### src/rtl/if_stage_if.sv
// Instruction-memory request/acknowledge port between the fetch stage and memory.
// imem_addr stays stable while imem_req=1 until the cycle imem_ack=1; ack may come in the first request cycle.
interface if_stage_if;
    logic        imem_req;
    logic [31:0] imem_addr;
    logic        imem_ack;
    logic [31:0] imem_rdata;

    modport master (output imem_req, output imem_addr, input imem_ack, input imem_rdata);
    modport slave  (input imem_req, input imem_addr, output imem_ack, output imem_rdata);
endinterface

### src/rtl/if_stage.sv
// Instruction-fetch stage: owns the PC, fetches over if_stage_if, buffers one word across stalls.
// Optional macro IF_STAGE_MISALIGN_TRAP_EN: misaligned redirects go to TRAP_PC and pulse misalign.
module if_stage #(
    parameter logic [31:0] RESET_PC = 32'h0000_0000,
    parameter logic [31:0] TRAP_PC  = 32'h0000_0080
) (
    input  logic        clk,
    input  logic        rst_n,
    input  logic        stall,
    input  logic        redirect,
    input  logic [31:0] redirect_pc,
    if_stage_if.master  imem,
    output logic        valid_out,
    output logic [31:0] instr_out,
    output logic [31:0] next_pc_out,
    output logic        misalign,
    output logic [1:0]  dbg_state
);
    typedef enum logic [1:0] {IDLE = 2'd0, REQ = 2'd1, HOLD = 2'd2, DRAIN = 2'd3} state_t;

    state_t      state_q, state_d;
    logic [31:0] pc_q, pc_d;
    logic [31:0] addr_q, addr_d;
    logic [31:0] hold_instr_q, hold_instr_d;
    logic [31:0] hold_npc_q, hold_npc_d;
    logic [31:0] instr_q, instr_d;
    logic [31:0] npc_q, npc_d;
    logic        valid_q, valid_d;
    logic        misalign_q, misalign_d;
    logic        redir_bad;
    logic [31:0] redir_tgt;
    logic [31:0] addr_plus4;

`ifdef IF_STAGE_MISALIGN_TRAP_EN
    assign redir_bad = redirect && (redirect_pc[1:0] != 2'b00);
`else
    assign redir_bad = 1'b0;
`endif
    // Without the trap, low bits are simply dropped so fetches stay word aligned.
    assign redir_tgt  = redir_bad ? TRAP_PC : (redirect_pc & ~32'd3);
    assign addr_plus4 = addr_q + 32'd4;

    assign imem.imem_req  = (state_q == REQ) || (state_q == DRAIN);
    assign imem.imem_addr = addr_q;
    assign valid_out      = valid_q;
    assign instr_out      = instr_q;
    assign next_pc_out    = npc_q;
    assign misalign       = misalign_q;
    assign dbg_state      = state_q;

    always_ff @(posedge clk or negedge rst_n) begin
        if (!rst_n) begin
            state_q      <= IDLE;
            pc_q         <= RESET_PC;
            addr_q       <= RESET_PC;
            hold_instr_q <= 32'h0;
            hold_npc_q   <= 32'h0;
            instr_q      <= 32'h0;
            npc_q        <= 32'h0;
            valid_q      <= 1'b0;
            misalign_q   <= 1'b0;
        end else begin
            state_q      <= state_d;
            pc_q         <= pc_d;
            addr_q       <= addr_d;
            hold_instr_q <= hold_instr_d;
            hold_npc_q   <= hold_npc_d;
            instr_q      <= instr_d;
            npc_q        <= npc_d;
            valid_q      <= valid_d;
            misalign_q   <= misalign_d;
        end
    end

    always_comb begin
        state_d      = state_q;
        pc_d         = pc_q;
        addr_d       = addr_q;
        hold_instr_d = hold_instr_q;
        hold_npc_d   = hold_npc_q;
        instr_d      = instr_q;
        npc_d        = npc_q;
        valid_d      = 1'b0;
        misalign_d   = redir_bad;
        case (state_q)
            IDLE: begin
                state_d = REQ;
                if (redirect) begin
                    pc_d   = redir_tgt;
                    addr_d = redir_tgt;
                end else begin
                    addr_d = pc_q;
                end
            end
            REQ: begin
                if (redirect) begin
                    pc_d = redir_tgt;
                    // An unacknowledged request must still complete, so its word is drained.
                    if (imem.imem_ack) addr_d = redir_tgt;
                    else               state_d = DRAIN;
                end else if (imem.imem_ack) begin
                    pc_d = addr_plus4;
                    if (stall) begin
                        hold_instr_d = imem.imem_rdata;
                        hold_npc_d   = addr_plus4;
                        state_d      = HOLD;
                    end else begin
                        instr_d = imem.imem_rdata;
                        npc_d   = addr_plus4;
                        valid_d = 1'b1;
                        addr_d  = addr_plus4;
                    end
                end
            end
            HOLD: begin
                if (redirect) begin
                    pc_d         = redir_tgt;
                    addr_d       = redir_tgt;
                    hold_instr_d = 32'h0;
                    hold_npc_d   = 32'h0;
                    state_d      = REQ;
                end else if (!stall) begin
                    instr_d = hold_instr_q;
                    npc_d   = hold_npc_q;
                    valid_d = 1'b1;
                    addr_d  = pc_q;
                    state_d = REQ;
                end
            end
            DRAIN: begin
                if (redirect) pc_d = redir_tgt;
                if (imem.imem_ack) begin
                    addr_d  = redirect ? redir_tgt : pc_q;
                    state_d = REQ;
                end
            end
            default: state_d = IDLE;
        endcase
    end
endmodule
### src/flat_wrapper.sv
// flat-port wrapper written by rule: the top's interface ports become plain ports
module if_stage_flat 
#(
    parameter logic [31:0] RESET_PC = 32'h0000_0000,
    parameter logic [31:0] TRAP_PC  = 32'h0000_0080
)
  (clk, rst_n, stall, redirect, redirect_pc, valid_out, instr_out, next_pc_out, misalign, dbg_state, imem_imem_req, imem_imem_addr, imem_imem_ack, imem_imem_rdata);
  if_stage_if imem_i ();
  input  logic clk;
  input  logic rst_n;
  input  logic stall;
  input  logic redirect;
  input  logic [31:0] redirect_pc;
  output logic valid_out;
  output logic [31:0] instr_out;
  output logic [31:0] next_pc_out;
  output logic misalign;
  output logic [1:0] dbg_state;
  output wire logic [$bits(imem_i.imem_req)-1:0] imem_imem_req;
  output wire logic [$bits(imem_i.imem_addr)-1:0] imem_imem_addr;
  input wire logic [$bits(imem_i.imem_ack)-1:0] imem_imem_ack;
  input wire logic [$bits(imem_i.imem_rdata)-1:0] imem_imem_rdata;
  assign imem_imem_req = imem_i.imem_req;
  assign imem_imem_addr = imem_i.imem_addr;
  assign imem_i.imem_ack = imem_imem_ack;
  assign imem_i.imem_rdata = imem_imem_rdata;
  if_stage #(.RESET_PC(RESET_PC), .TRAP_PC(TRAP_PC)) u_core (.clk(clk), .rst_n(rst_n), .stall(stall), .redirect(redirect), .redirect_pc(redirect_pc), .imem(imem_i), .valid_out(valid_out), .instr_out(instr_out), .next_pc_out(next_pc_out), .misalign(misalign), .dbg_state(dbg_state));
endmodule
### config.mk
export PLATFORM = sky130hd
export DESIGN_NAME = if_stage_flat
export DESIGN_NICKNAME = d
export VERILOG_FILES = /design/src/rtl/if_stage_if.sv /design/src/rtl/if_stage.sv /design/src/flat_wrapper.sv
export SDC_FILE = /design/constraint.sdc
export NUM_CORES = 1
export LEC_CHECK = 0
export ABC_AREA = 1
export CAP_MARGIN = 20
export CORE_MARGIN = 2
export CORE_UTILIZATION = 55
export CTS_CLUSTER_DIAMETER = 200
export DETAILED_ROUTE_END_ITERATION = 10
export DONT_BUFFER_PORTS = 1
export PLACE_DENSITY = 0.7
export SLEW_MARGIN = 20
export SYNTH_ARGS = -nofsm -noshare
export SYNTH_HDL_FRONTEND = slang
export SYNTH_SLANG_ARGS = --single-unit
### constraint.sdc
create_clock -name clk -period 3.5 [get_ports clk]
set_clock_uncertainty 0.1 [all_clocks]
set_input_delay 0.525 -clock clk [delete_from_list [all_inputs] [get_ports clk]]
set_output_delay 0.525 -clock clk [all_outputs]
set_load 0.02 [all_outputs]
### Yosys cells after proc, flatten, opt, wreduce, memory -nomap -nowiden

Index checks and enable logic that the tools add are counted.

* bitwise operators: 0
* shifts and indexed selects: 0
* reduce and logical (&&, ||, !) cells: 8
* mux-type cells: 44
* $mul: 0
* divide/modulo/power cells: 0
* equal/unequal tests: 16
* add/subtract/negate cells: 1
* magnitude comparators: 0

Operators by type and width (number)
* 32-bit two-way mux: 25
* 32-bit one-hot mux with 2 select lines: 5
* 32-bit one-hot mux with 4 select lines: 1
* 32-bit by 3-bit adder with 32-bit output (second input constant): 1
* 2-bit != test (second input constant): 8
* 3-bit != test (second input constant): 5
* 2-bit two-way mux: 7
* 5-bit AND reduction: 2
* 2-bit one-hot mux with 4 select lines: 1
* 6-bit AND reduction: 1
* 2-bit == test (second input constant): 2
* 1-bit two-way mux: 4
* 4-bit AND reduction: 1
* 3-bit OR reduction: 1
* 2-bit by 1-bit == test with 1-bit output (second input constant): 1
* 2-bit zero test: 1
* 1-bit one-hot mux with 2 select lines: 1
* 2-bit nonzero test: 1
* 1-bit logical OR: 1

* input bits: 69
* flip-flop bits (word level): 195
* memory bits (writable): 0
* memories kept: 0
* bits in read-only memories: 0
* bits in latches: 0

### Logic depth before layout (Yosys ltp)

* depth in word-level cells: 5
* gate-level depth with buffers: 14
* depth with buffers taken out: 12

### Least setup slack after synthesis

OpenSTA, ideal clock, no wires.

* kind: reg2reg
* start point: reg u_core.state_q[1], in the netlist u_core.dbg_state[1]
* end point: reg u_core.hold_instr_q[3]
* stages on the path, launching flop included: 15
* setup time: 74 ps
* data required time: 3326 ps
* clock period less this slack: 1985 ps
* arrival time: 1811 ps
* slack: 1515 ps
* cells stage by stage: dfrtp_1 -> inv_1 -> ha_1 -> buf_4 -> nand2_4 -> inv_2 -> nand2_2 -> nor2_4 -> a21oi_4 -> nor2_4 -> inv_4 -> buf_6 -> buf_6 -> nand2_1 -> o21ai_2

* cells in the longest elaborated chain, start to end: 3
* elaborated cells on any way between the ends: 9

Ends and longest elaborated chain
* start, declared: RTL line if_stage.sv:21 `state_t state_q, state_d;`
* start signal, assigned: RTL line if_stage.sv:63 `state_q <= state_d;`
* 2-bit == test or 2-bit by 1-bit == test with 1-bit output (tied branches): RTL line if_stage.sv:85 `case (state_q)`
* 2-bit != test (no source line) or 2-bit nonzero test (tied branches)
* 5-bit AND reduction (no source line)
* end signal, assigned: RTL line if_stage.sv:66 `hold_instr_q <= hold_instr_d;`
* end, declared: RTL line if_stage.sv:24 `logic [31:0] hold_instr_q, hold_instr_d;`

Parallel ways exist; a longest one is shown, timed or not.
A chain may end at the register's enable or synchronous reset.

### Worst setup path after layout

* start point: reg u_core.state_q[1], in the netlist u_core.dbg_state[1]
* end point: reg u_core.npc_q[4], in the netlist u_core.next_pc_out[4]

* cells in the longest elaborated chain, start to end: 3
* elaborated cells on any way between the ends: 10

Ends and longest elaborated chain
* 2-bit by 1-bit == test with 1-bit output or 2-bit == test (tied branches): RTL line if_stage.sv:85
* 2-bit != test (no source line) or 2-bit nonzero test (tied branches)
* 6-bit AND reduction (no source line)
* end signal, assigned: RTL line if_stage.sv:69 `npc_q <= npc_d;`
* end, declared: RTL line if_stage.sv:27 `logic [31:0] npc_q, npc_d;`

Parallel ways exist; a longest one is shown, timed or not.

==> out/results.ini <==
[die]
die_area_um2 = 18100
core_area_um2 = 16600
fp.dieH_um = 135
die_w_um = 135
ioPinCount = 170
start_util_pct = 56.4
rows = 47

[place]
gp_congestion = 0.867
portBuffers = 0
hpwl_um = 15400

[worst_setup_path]
reg2reg_to = u_core.next_pc_out[4]
crit_fanout = 45
critical_path_class = register to register
start_kind = register
required_ns = 3.72
ff2ff_path_depth = 7
cp-end-kind = register
cp.arrival_ns = 2.95
r2r_slack_ns = 0.77
reg2reg_from = u_core.dbg_state[1]

[sta]
slew_viol_final = 0
slew_headroom_pct = 46.9
hold_violations = 195
fin_crit_ns = 2.73
rsz0062_at_grt = no
fin_crit_sh_pct = 78.0
fin_tns_setup_ns = 0
setup_viol = 0
max_freq_mhz = 366
worst_pin_slew_ns = 0.795
hold_ws_ns = -0.322

[routing]
vias = 7577
drt_wl_total_um = 23000
firstDrtPassIters = 5
wire_per_inst_um = 16.5
drtIter0Drc = 580
ant_nets = 0
drc = 0
vias_per_cell = 5.45

[logic_synthesis]
synth_xor_area_share_pct = 1.03
async_flop_share_pct = 100
ys_warn_count = 0
netlist_area_um2 = 9390
syn_avg_cell_area_um2 = 7.89
synth_top_family_by_area = simple AND/OR/NAND/NOR gates
syn_nets = 1262
synthMuxAreaShare_pct = 0
synthTopCellsByCount = nand2_1, dfrtp_1, o21ai_0
ys_types = 37
synth-simple-area-share_pct = 27.7
ys.flop_type = dfrtp_1
synth-seq-area-share_pct = 52.0
synth-edff-count = 0
syn_inst = 1189
synth_area_leaders = dfrtp_1, nand2_1, o21ai_0
yosysTopAreaCell = dfrtp_1
yosysTopAreaCellShare_pct = 52.0
synth_fa_ha_area_share_pct = 0.533
synth_most_common_cell = nand2_1
ys_ff_latch = 195
synth-compound-area-share_pct = 13.4

[clocking]
root_buffer = clkbuf_16
clock_latency_ns = 0.44
cts_buffer_depth = 2
clkTransAtPathRegs_ns = 0.07
cts_resized = 0
h-tree-depth = 4
cts_setup_buffers = 0
cts_tree = yes
cts_buffers = 17
cts_sinks = 195

[cells_and_area]
drive_gt1_share_pct = 6.49
nNetsFinal = 1231
fin_util_pct = 60.7
syn_to_final_growth_pct = 7.65
antenna_cells = 0

[min_path]
hold_path.class = input port to async pin

[power]
powerDensity_nw_per_um2 = 955
vdd_drop_max_mv = 0.443
power_mw = 9.65
leakage_nw = 4.95

[job]
maxCapViolCount = 0

[global_routing]
use_met3_pct = 6.04
met1_usage_pct = 38.5
grt.total_usage_pct = 26.1
grt_pass1_vias = 6972
grt_max_degree = 196
grt_pass1_wl_um = 37400
grt_busiest_layer = met2
grtUsageMet2_pct = 39.3
grt-ovfl-total = 0
antenna_found_initial = 0

[status]
violations = negative hold slack
status = finished with violations

## flip-flops by register name, indices dropped and copies added, names as in the netlist
register / cells
u_core.instr_out: 32
u_core.imem.imem_addr: 32
u_core.next_pc_out: 32
u_core.dbg_state: 2
u_core.pc_q: 32
u_core.hold_npc_q: 32
u_core.hold_instr_q: 32
u_core.valid_out: 1
## logic make-up after synthesis
logic type / count (synthesis)
other: 1
adders and majority gates: 4
xor gates and xnor gates: 11
buffers and inverters: 114
DFF: 195
AOI/OAI and AO/OA: 200
and+or+nand+nor: 664
## cell usage in the layout, fill, tap and decap left out, types with 3 or more instances in the layout
cell type    n
clkbuf_16   17
nor2_1      56
nand3_1     47
o221ai_1     3
inv_1       46
o21ai_2     11
xnor2_1      3
nand2_1    547
ha_1         3
o21ai_0     85
a21boi_0    24
buf_4       11
nor2_2       7
inv_2        4
o21ai_1     11
a2bb2oi_1   14
inv_8        3
dfrtp_1    195
o21a_1       8
xor2_1       8
a22oi_1     16
inv_6        4
a21oi_1     20
bufinv_16    3
## final cells by class
class | count | area (um2)
fillers | 1514 | 6540
clock inverters | 14 | 188
multi-input cells | 880 | 4020
flip-flops and latches | 195 | 4880
clock buffers | 18 | 439
well taps | 220 | 275
inverters | 52 | 200
repair buffers | 12 | 103
## worst max-delay path by stage
| stage | start | cells after the start | endpoint |
|---|---|---|---|
| 2_1_floorplan | u_core.dbg_state[1] | 14 | u_core.hold_instr_q[3] |
| 3_3_place_gp | u_core.dbg_state[1] | 7 | u_core.next_pc_out[4] |
| 3_5_place_dp | u_core.dbg_state[1] | 7 | u_core.next_pc_out[4] |
| 4_1_cts | u_core.dbg_state[1] | 7 | u_core.next_pc_out[4] |
| 5_1_grt | u_core.dbg_state[1] | 7 | u_core.next_pc_out[4] |
| 6_report | u_core.dbg_state[1] | 7 | u_core.next_pc_out[4] |
## metal layers
metal  wire (um)  up-vias
met1       10800     3573
met5           0        -
li1            -     3757
met3        1690       18
met2       10300      229
met4         240        0
## per-stage QoR
stage	hold slack [ns]	instances	area, um2	worst slack (ns)
floorplan	0.129	1189	9390	1.52
global placement	0.134	1359	9480	0.790
detailed placement	0.135	1359	9480	0.716
CTS	-0.335	1391	10100	0.723
global route	-0.335	1391	10100	0.494
finish	-0.322	1391	10100	0.770
## power breakdown
group          internal (mW)  switching, mW
Clock                   1.17          0.915
Sequential              3.23           1.49
Combinational          0.978           1.86
## worst max-delay path: stages, from the launching register on
cell and delay (ns):
dfrtp_1 0.55, ha_2 0.58, nor2_1 0.10, a21oi_1 0.22
nand3_4 0.09, inv_2 0.59, o21ai_0 0.19, o22a_1 0.20
(Power assumes the default switching activity.)
